**src/rtl/amplitude_detector.sv**
```systemverilog
// amplitude_detector: I/Q magnitude front end feeding the averager.
//   Stage 1: |I|, |Q| (the most negative input maps exactly to 2^(NBITS-1)).
//   Stage 2: alpha-max-beta-min magnitude, mag = max + 3/8 * min.
//   Stage 3: window of 2^WBITS valid samples reduced to one amplitude word,
//            qualified by a one-cycle next strobe.
// Optional feature macro: AMPLITUDE_DETECTOR_PEAK_EN
//   defined   -> window result is the peak magnitude
//   undefined -> window result is the truncated mean magnitude (default)
module amplitude_detector #(
    parameter int NBITS = 16,
    parameter int WBITS = 4
) (
    input  logic             clk,
    input  logic             rst,
    input  logic             in_valid,
    input  logic [NBITS-1:0] i_data,
    input  logic [NBITS-1:0] q_data,
    output logic [NBITS-1:0] amplitude,
    output logic             next,
    output logic [WBITS-1:0] win_pos
);

    // ------------------------------------------------------------------
    // Stage 1: absolute values
    // ------------------------------------------------------------------
    logic [NBITS-1:0] w_ai;
    logic [NBITS-1:0] w_aq;
    logic [NBITS-1:0] r_ai;
    logic [NBITS-1:0] r_aq;
    logic             r_v1;

    // Two's-complement negate when the sign bit is set; read as unsigned the
    // most negative value negates onto itself, which is exactly 2^(NBITS-1).
    always_comb begin
        w_ai = i_data;
        w_aq = q_data;
        if (i_data[NBITS-1]) w_ai = ~i_data + NBITS'(1);
        if (q_data[NBITS-1]) w_aq = ~q_data + NBITS'(1);
    end

    // Register absolute values and their valid flag
    always_ff @(posedge clk) begin
        if (rst) begin
            r_v1 <= 1'b0;
            r_ai <= '0;
            r_aq <= '0;
        end else begin
            r_v1 <= in_valid;
            if (in_valid) begin
                r_ai <= w_ai;
                r_aq <= w_aq;
            end
        end
    end

    // ------------------------------------------------------------------
    // Stage 2: magnitude approximation
    // ------------------------------------------------------------------
    logic [NBITS-1:0] w_mx;
    logic [NBITS-1:0] w_mn;
    logic [NBITS-1:0] w_mag;
    logic [NBITS-1:0] r_mag;
    logic             r_v2;

    // Sort the two absolute values and form max + min/4 + min/8; the worst
    // case of 1.375 * 2^(NBITS-1) still fits in NBITS bits.
    always_comb begin
        w_mx = r_ai;
        w_mn = r_aq;
        if (r_aq > r_ai) begin
            w_mx = r_aq;
            w_mn = r_ai;
        end
        w_mag = w_mx + (w_mn >> 2) + (w_mn >> 3);
    end

    // Register magnitude and its valid flag
    always_ff @(posedge clk) begin
        if (rst) begin
            r_v2  <= 1'b0;
            r_mag <= '0;
        end else begin
            r_v2 <= r_v1;
            if (r_v1) r_mag <= w_mag;
        end
    end

    // ------------------------------------------------------------------
    // Stage 3: window reduction
    // ------------------------------------------------------------------
`ifdef AMPLITUDE_DETECTOR_PEAK_EN
    localparam int AW = NBITS;
`else
    localparam int AW = NBITS + WBITS;
`endif

    logic [AW-1:0]    r_acc;
    logic [AW-1:0]    w_fold;
    logic [NBITS-1:0] w_result;
    logic [WBITS-1:0] r_cnt;
    logic [NBITS-1:0] r_amp;
    logic             r_next;
    logic             w_last;

    assign w_last = (r_cnt == '1);

    // Fold the current magnitude into the accumulator; the same folded value
    // also yields the window result when this is the last sample.
`ifdef AMPLITUDE_DETECTOR_PEAK_EN
    always_comb begin
        w_fold = r_acc;
        if (r_mag > r_acc) w_fold = r_mag;
        w_result = w_fold;
    end
`else
    always_comb begin
        w_fold   = r_acc + AW'(r_mag);
        w_result = w_fold[AW-1:WBITS];
    end
`endif

    // Window counter, accumulator and held result with its strobe
    always_ff @(posedge clk) begin
        if (rst) begin
            r_cnt  <= '0;
            r_acc  <= '0;
            r_amp  <= '0;
            r_next <= 1'b0;
        end else begin
            r_next <= 1'b0;
            if (r_v2) begin
                if (w_last) begin
                    r_amp  <= w_result;
                    r_next <= 1'b1;
                    r_acc  <= '0;
                    r_cnt  <= '0;
                end else begin
                    r_acc <= w_fold;
                    r_cnt <= r_cnt + WBITS'(1);
                end
            end
        end
    end

    assign amplitude = r_amp;
    assign next      = r_next;
    assign win_pos   = r_cnt;

endmodule

```
**config.mk**
```make
export PLATFORM = sky130hd
export DESIGN_NAME = amplitude_detector
export DESIGN_NICKNAME = d
export VERILOG_FILES = /design/src/rtl/amplitude_detector.sv
export SDC_FILE = /design/constraint.sdc
export NUM_CORES = 1
export LEC_CHECK = 0
export BUFFER_PORTS_ARGS = -buffer_cell sky130_fd_sc_hd__clkbuf_2
export CAP_MARGIN = 10
export CORE_AREA = 2 2 152 154
export DETAILED_ROUTE_END_ITERATION = 10
export DIE_AREA = 0 0 154 156
export PLACE_DENSITY = 0.57
export SKIP_CTS_REPAIR_TIMING = 1
export SLEW_MARGIN = 20
export SYNTH_ARGS = -nofsm -noshare
export SYNTH_HDL_FRONTEND = slang
export SYNTH_SLANG_ARGS = --single-unit
```
**constraint.sdc**
```tcl
create_clock -name clk -period 5.2 [get_ports clk]
set_input_delay 0.78 -clock clk [delete_from_list [all_inputs] [get_ports clk]]
set_output_delay 0.78 -clock clk [all_outputs]
set_load 0.1 [all_outputs]
```
==> reports/qor.yml, run 1 <==
synth.net_count: 901
total_leakage_power_nw: 3.19
max_slew.worst_pin.slew_ns: 0.938
fin_crit_sh: 0.912
drt_pass1_iterations: 5
asyncSetResetFlopFracSynth: 0
hp-start: "amplitude[9]"
ff2ff_setup_slack_ns: 0.46
r2r-start: "r_ai[1]"
vias: 5805
cts_inserted_buffers: 9
rows: 55
setup_viol: 0
leading_cell_type_in_the_layout_fill_and_taps_excluded: "sky130_fd_sc_hd__dfxtp_1"
tritoncts: "done"
root_buffer: "sky130_fd_sc_hd__clkbuf_16"
cp_slowest_cell: "sky130_fd_sc_hd__fa_1"
wl_met2_microns: 7110
final-max-slew-violation-count: 0
power_switching_share: 0.359
final_antenna_net_count: 0
grt_start_max_net_pins: 88
drive_gt1_frac: 0.120
floorplan.die_area_sq_um: 24000
p_int_mw: 1.40
grt_overflow: 0
arrival_ns: 4.97
final-seq-area_sq_um: 1820
antenna_violations_before_repair: 0
finalWeightedCongestion: 0.817
worstSkewPairLatency_ns: 0.35
die_w_microns: 154
synth_top_cell_by_area: "sky130_fd_sc_hd__dfxtp_1"
critical_path.max_fanout: 22
h_tree_depth: 3
critPathBufInv: 1
endpoint_kind: "flip-flop"
timing.hold.worst_endpoint: "amplitude[9]"
critical_path_class: "reg2reg"
finalCriticalPeriod_ns: 4.74
number_of_enable_type_register_cells_in_the_synthesized_netlist: 0
route.final.wire_length_microns: 16300
ios: 56
timing.critical_path.slowest_cell_delay_ns: 0.51
yosys_register_bits: 91
finClkSkew_ns: 0.00862
dr.first_iter.drc_count: 303
final.setup.worst_slack_ns: 0.459
run_status: "completed"
tritoncts_num_sinks: 91
switchingPower_uw: 783
timing.setup.tns_ns: 0
synthToLayoutAreaGrowth_pct: 12.6
worst_hold_path.num_cells: 2
synthesis.area_sq_um: 6600
area_used_by_multi_input_combinational_logic_sq_um: 4480
maxCapViolCount: 0
route.top_layer_used: "met4"
synth_seq_area_share: 0.276
pwr-share-comb: 0.350
route.met3.wl_microns: 532
core_area_sq_um: 22400
power_frac_clock: 0.289
synthesis.yosys.warnings: 0
final_net_count: 937
setup_repair_after_global_routing_missed_its_margin: "false"
dp_hpwl_microns: 12200
detail_route.drc_violations: 0
place_worst_setup_slack_ns: 0.269
grt_use_total: 0.140
required_ns: 5.43
clockBufferDepth: 2
finalHoldViolCount: 0
cts.clk_slew.worst_paths_ns: 0.07
timing.max_slew.rel_slack: 0.374
placement.io_buffers: 55
hold_slack_ns: 0.453
wl_per_cell_microns: 14.5
grt_pass1_vias: 5610
netlist_top_cells_area: "sky130_fd_sc_hd__dfxtp_1, sky130_fd_sc_hd__ha_1, sky130_fd_sc_hd__nor2_1"
synthesis.instances: 801
max_clock_freq_mhz: 211
cp_cell_sequence: "inv_1, ha_1, nor2b_1, o211ai_1, a2111oi_4, or3_1, nand2_4, mux2_2, fa_1, ha_1, a211oi_2, o211ai_1, a41oi_1, o21ai_0, o311ai_0"
vias_per_cell: 5.15
initial_core_util: 0.295
dieHeight_microns: 156
critical-path-top-delay-family: "compound AO/OA/AOI/OAI gates"
pwr-share-seq: 0.361
layout.core_utilization: 0.332
synth_top_area_share: 0.276
reg2regPathDepth: 15
synth_cell_types: 67
hold_path.class: "reg2reg"
most_frequent_cells_in_the_layout: "sky130_fd_sc_hd__dfxtp_1, sky130_fd_sc_hd__nor2_1, sky130_fd_sc_hd__a21oi_1, sky130_fd_sc_hd__nand2_1, sky130_fd_sc_hd__clkbuf_2"
grt_pass1_wl_microns: 27800
r2r-end: "r_mag[14]"
postSynth.topFlopCell: "sky130_fd_sc_hd__dfxtp_1"
fillCellCount: 2379
vdd_drop_max_v: 0.000127
cellPowerDensity_nw_per_um2: 293
syn_area_per_cell_sq_um: 8.24
critical_path.startpoint_type: "flip-flop"
met1Wirelength_microns: 8470
antennaDiodeCount: 0
==> worst max path at each step <==
stage | startpoint | cells past startpoint | to
after global placement | r_ai[1] | 18 | r_mag[15]
final | r_ai[1] | 15 | r_mag[14]
after CTS | r_ai[1] | 15 | r_mag[14]
after global routing | r_ai[15] | 18 | r_mag[15]
after detailed placement | r_ai[1] | 15 | r_mag[14]
after floorplan | r_ai[1] | 18 | r_mag[11]
==> cell families (layout without fill, tap and decap cells) <==
logic type | after synthesis | after routing | share of synthesized area
compound gates | 242 | 242 | 0.250
mux | 34 | 34 | 0.0533
simple gates | 248 | 248 | 0.180
buf+inv | 79 | 120 | 0.0468
xor+xnor | 42 | 42 | 0.0558
fa+ha+maj | 65 | 65 | 0.138
flops | 91 | 91 | 0.276
==> state kept, by name, summed over array words and instances, names as in the netlist <==
name / count
win_pos: 4
amplitude: 16
r_acc: 20
r_v2: 1
r_aq: 16
next: 1
r_v1: 1
r_mag: 16
r_ai: 16
==> worst min-delay path: cells and delay by family (launching register included) <==
kind | cells | cell delay, ns
flops | 1 | 0.31
simple gates | 1 | 0.05
compound gates | 1 | 0.05
==> Yosys cell counts, drive strengths merged (3+ instances only) <==
cell type  instances
a211oi            31
a311oi             5
inv               40
mux2               9
a22oi              8
clkbuf            28
o21a               4
o211ai             8
or3               12
a2111oi            5
nand4b             3
nand3b             4
and3               4
nand4             10
xnor2             13
nor2b              5
a21o              29
fa                13
and2               5
a31oi              6
nand3             26
o2111ai            3
mux2i             25
dfxtp             91
or4                5
buf               10
o21bai             4
nand2             58
nor4               8
nor3              19
ha                52
o21ai             47
o41ai              4
a211o              3
a21oi             57
xor2              29
o31ai              6
nor2              87
==> area by class of cell <==
| class | instances | area share |
|---|---|---|
| Multi-Input combinational cell | 631 | 0.603 |
| Sequential cell | 91 | 0.245 |
| Tap cell | 285 | 0.0480 |
| Timing Repair Buffer | 63 | 0.0451 |
| Clock buffer | 11 | 0.0327 |
| Inverter | 41 | 0.0207 |
| Clock inverter | 5 | 0.00488 |
==> per-stage QoR <==
| step | power [mW] | cell area (sq um) | std cells |
|---|---|---|---|
| floorplan | 1.38 | 6600 | 801 |
| global placement | 1.55 | 7130 | 1111 |
| detailed placement | 1.55 | 7130 | 1111 |
| CTS | 2.19 | 7410 | 1127 |
| global route | 2.34 | 7430 | 1127 |
| finish | 2.18 | 7430 | 1127 |
==> per-layer routing <==
layer / global-route usage / up-vias
li1: - / 3013
met1: 0.193 / 2679
met2: 0.224 / 100
met3: 0.0272 / 13
met4: 0.0378 / 0
met5: 0 / -
==> power by group through the flow <==
stage / Combinational (mW) / Sequential (mW) / Clock (mW)
CTS: 0.760 / 0.786 / 0.648
floorplan: 0.593 / 0.784 / 0
global route: 0.871 / 0.793 / 0.674
global placement: 0.750 / 0.801 / 0
detailed placement: 0.752 / 0.801 / 0
finish: 0.763 / 0.787 / 0.629
Power figures use the tool's default switching activity.
==> run 2, diff against run 1 <==
==> constraint.sdc (replaced) <==
create_clock -name clk -period 5.2 [get_ports clk]
set_input_delay 1.56 -clock clk [delete_from_list [all_inputs] [get_ports clk]]
set_output_delay 1.56 -clock clk [all_outputs]
set_load 0.1 [all_outputs]
==> reports/qor.yml, run 2 (same netlist as run 1, synthesis figures left out) <==
run_status: "completed"
finalHoldViolCount: 0  # unchanged
clockBufferDepth: 2  # unchanged
worstSkewPairLatency_ns: 0.36  # about the same
h_tree_depth: 3  # unchanged
postLayoutCellArea_sq_um: 7470  # +0.56%
final_antenna_net_count: 0  # unchanged
p_int_mw: 1.48  # +5.9%
arrival_ns: 4.96  # about the same
tritoncts: "done"
final_net_count: 937  # unchanged
grt_pass1_wl_microns: 27000  # -2.9%
cts_inserted_buffers: 9  # unchanged
max_slew.worst_pin.slew_ns: 0.934  # -0.00338 ns
most_frequent_cells_in_the_layout: "sky130_fd_sc_hd__dfxtp_1, sky130_fd_sc_hd__nor2_1, sky130_fd_sc_hd__a21oi_1, sky130_fd_sc_hd__nand2_1, sky130_fd_sc_hd__clkbuf_2"
dp_hpwl_microns: 12100  # -1.1%
area_used_by_multi_input_combinational_logic_sq_um: 4480  # about the same
critical_path.startpoint_type: "flip-flop"
final-seq-area_sq_um: 1820  # unchanged
detail_route.drc_violations: 0  # unchanged
timing.max_slew.rel_slack: 0.376  # +0.00226
endpoint_kind: "flip-flop"
timing.setup.tns_ns: 0  # unchanged
root_buffer: "sky130_fd_sc_hd__clkbuf_16"
fin_crit_sh: 0.907  # -0.00478
maxCapViolCount: 0  # unchanged
wl_per_cell_microns: 14.1  # -2.6%
finClkSkew_ns: 0.00723  # -0.00139 ns
vias: 5741  # -1.1%
initial_core_util: 0.295  # unchanged
place_worst_setup_slack_ns: 0.298  # +0.0289 ns
final-max-slew-violation-count: 0  # unchanged
critical_path.max_fanout: 22  # unchanged
finalWeightedCongestion: 0.818  # about the same
largest_reg_flops: 20  # unchanged
power_frac_clock: 0.320  # +0.031
leading_cell_type_in_the_layout_fill_and_taps_excluded: "sky130_fd_sc_hd__dfxtp_1"
hold_path.class: "reg2reg"
finalCriticalPeriod_ns: 4.72  # -0.0248 ns
power_switching_share: 0.349  # -0.0104
placement.io_buffers: 55  # unchanged
grt_start_max_net_pins: 62  # -30%
worst_hold_path.num_cells: 2  # unchanged
hold_slack_ns: 0.454  # +0.000439 ns
layout.core_utilization: 0.334  # +0.00185
max_clock_freq_mhz: 212  # +0.53%
dpl_cell_area_sq_um: 7130  # unchanged
grt_overflow: 0  # unchanged
tritoncts_num_sinks: 91  # unchanged
final.setup.worst_slack_ns: 0.484  # +0.0248 ns
reg2regPathDepth: 18  # +3
pwr-share-comb: 0.334  # -0.016
grt_use_total: 0.136  # -0.00394
required_ns: 5.44  # about the same
fillCellCount: 2335  # -1.8%
floorplan.die_area_sq_um: 24000  # unchanged
vdd_drop_max_v: 0.000148  # +17%
register_bank_with_the_most_flops: "r_acc"
setup_viol: 0  # unchanged
pwr-share-seq: 0.346  # -0.015
cts.clk_slew.worst_paths_ns: 0.07  # about the same
switchingPower_uw: 793  # +1.2%
total_leakage_power_nw: 3.21  # +0.53%
dr.first_iter.drc_count: 311  # +2.6%
setup_repair_after_global_routing_missed_its_margin: "false"
cellPowerDensity_nw_per_um2: 304  # +3.6%
die_w_microns: 154  # unchanged
antennaDiodeCount: 0  # unchanged
drive_gt1_frac: 0.120  # unchanged
route.final.wire_length_microns: 15900  # -2.6%
critical_path_class: "reg2reg"
rows: 55  # unchanged
grt_pass1_vias: 5416  # -3.5%
vias_per_cell: 5.09  # -1.1%
drt_pass1_iterations: 5  # unchanged
core_area_sq_um: 22400  # unchanged
dieHeight_microns: 156  # unchanged
synthToLayoutAreaGrowth_pct: 13.2
antenna_violations_before_repair: 0  # unchanged
ios: 56  # unchanged
[run 2: cell types whose count changed in the layout (fill, tap and decap cells not counted), moves of 2 or more]
| cell | delta |
|---|---|
| sky130_fd_sc_hd__bufinv_16 | +2 |
| sky130_fd_sc_hd__clkinv_4 | -2 |
| sky130_fd_sc_hd__a211oi_2 | -2 |
| sky130_fd_sc_hd__a211oi_1 | +2 |
[run 2: worst paths after layout]
path | from | endpoint | slack (ns)
hold reg to reg | amplitude[7] | amplitude[7] | 0.45
setup reg to reg | r_ai[15] | r_mag[15] | 0.48
hold / removal | amplitude[7] | amplitude[7] | 0.45
setup / recovery | r_ai[15] | r_mag[15] | 0.48
[run 2: worst max-delay path: stages, from the launching register on]
cell                        delay [ns]
sky130_fd_sc_hd__dfxtp_1          0.38
sky130_fd_sc_hd__inv_1            0.08
sky130_fd_sc_hd__ha_1             0.35
sky130_fd_sc_hd__a21oi_1          0.16
sky130_fd_sc_hd__o21a_1           0.18
sky130_fd_sc_hd__o21ai_0          0.12
sky130_fd_sc_hd__or3_1            0.49
sky130_fd_sc_hd__nand2_4          0.25
sky130_fd_sc_hd__buf_4            0.26
sky130_fd_sc_hd__mux2i_1          0.32
sky130_fd_sc_hd__fa_1             0.44
sky130_fd_sc_hd__inv_1            0.07
sky130_fd_sc_hd__ha_1             0.28
sky130_fd_sc_hd__a21oi_1          0.26
sky130_fd_sc_hd__nor2b_1          0.07
sky130_fd_sc_hd__o31ai_1          0.24
sky130_fd_sc_hd__nand3b_1         0.13
sky130_fd_sc_hd__and2_1           0.17
sky130_fd_sc_hd__a2111oi_1        0.34
[run 2: per-stage QoR]
step	power [mW]	cells
floorplan	1.38	801
global placement	1.55	1111
detailed placement	1.55	1111
CTS	2.29	1127
global route	2.43	1127
finish	2.27	1127
[run 2: cell type report]
| type | count | share of cell area |
|---|---|---|
| Tap cell | 285 | 0.0477 |
| Clock buffer | 9 | 0.0302 |
| Sequential cell | 91 | 0.244 |
| Multi-Input combinational cell | 631 | 0.600 |
| Timing Repair Buffer | 63 | 0.0449 |
| Inverter | 41 | 0.0206 |
| Clock inverter | 7 | 0.0131 |
[run 2: per-layer routing]
metal | part of all wire | routed length [microns] | GRT usage
met1 | 0.53 | 8430 | 0.190
met2 | 0.42 | 6680 | 0.218
met3 | 0.037 | 586 | 0.0247
met4 | 0.011 | 171 | 0.0338
met5 | 0 | 0 | 0
[run 2: power groups by stage]
stage | sequential (mW) | combinational [mW] | clock, mW
2_1_floorplan | 0.784 | 0.593 | 0
3_3_place_gp | 0.801 | 0.750 | 0
3_5_place_dp | 0.801 | 0.746 | 0
4_1_cts | 0.785 | 0.753 | 0.750
6_report | 0.786 | 0.757 | 0.727
5_1_grt | 0.792 | 0.866 | 0.776
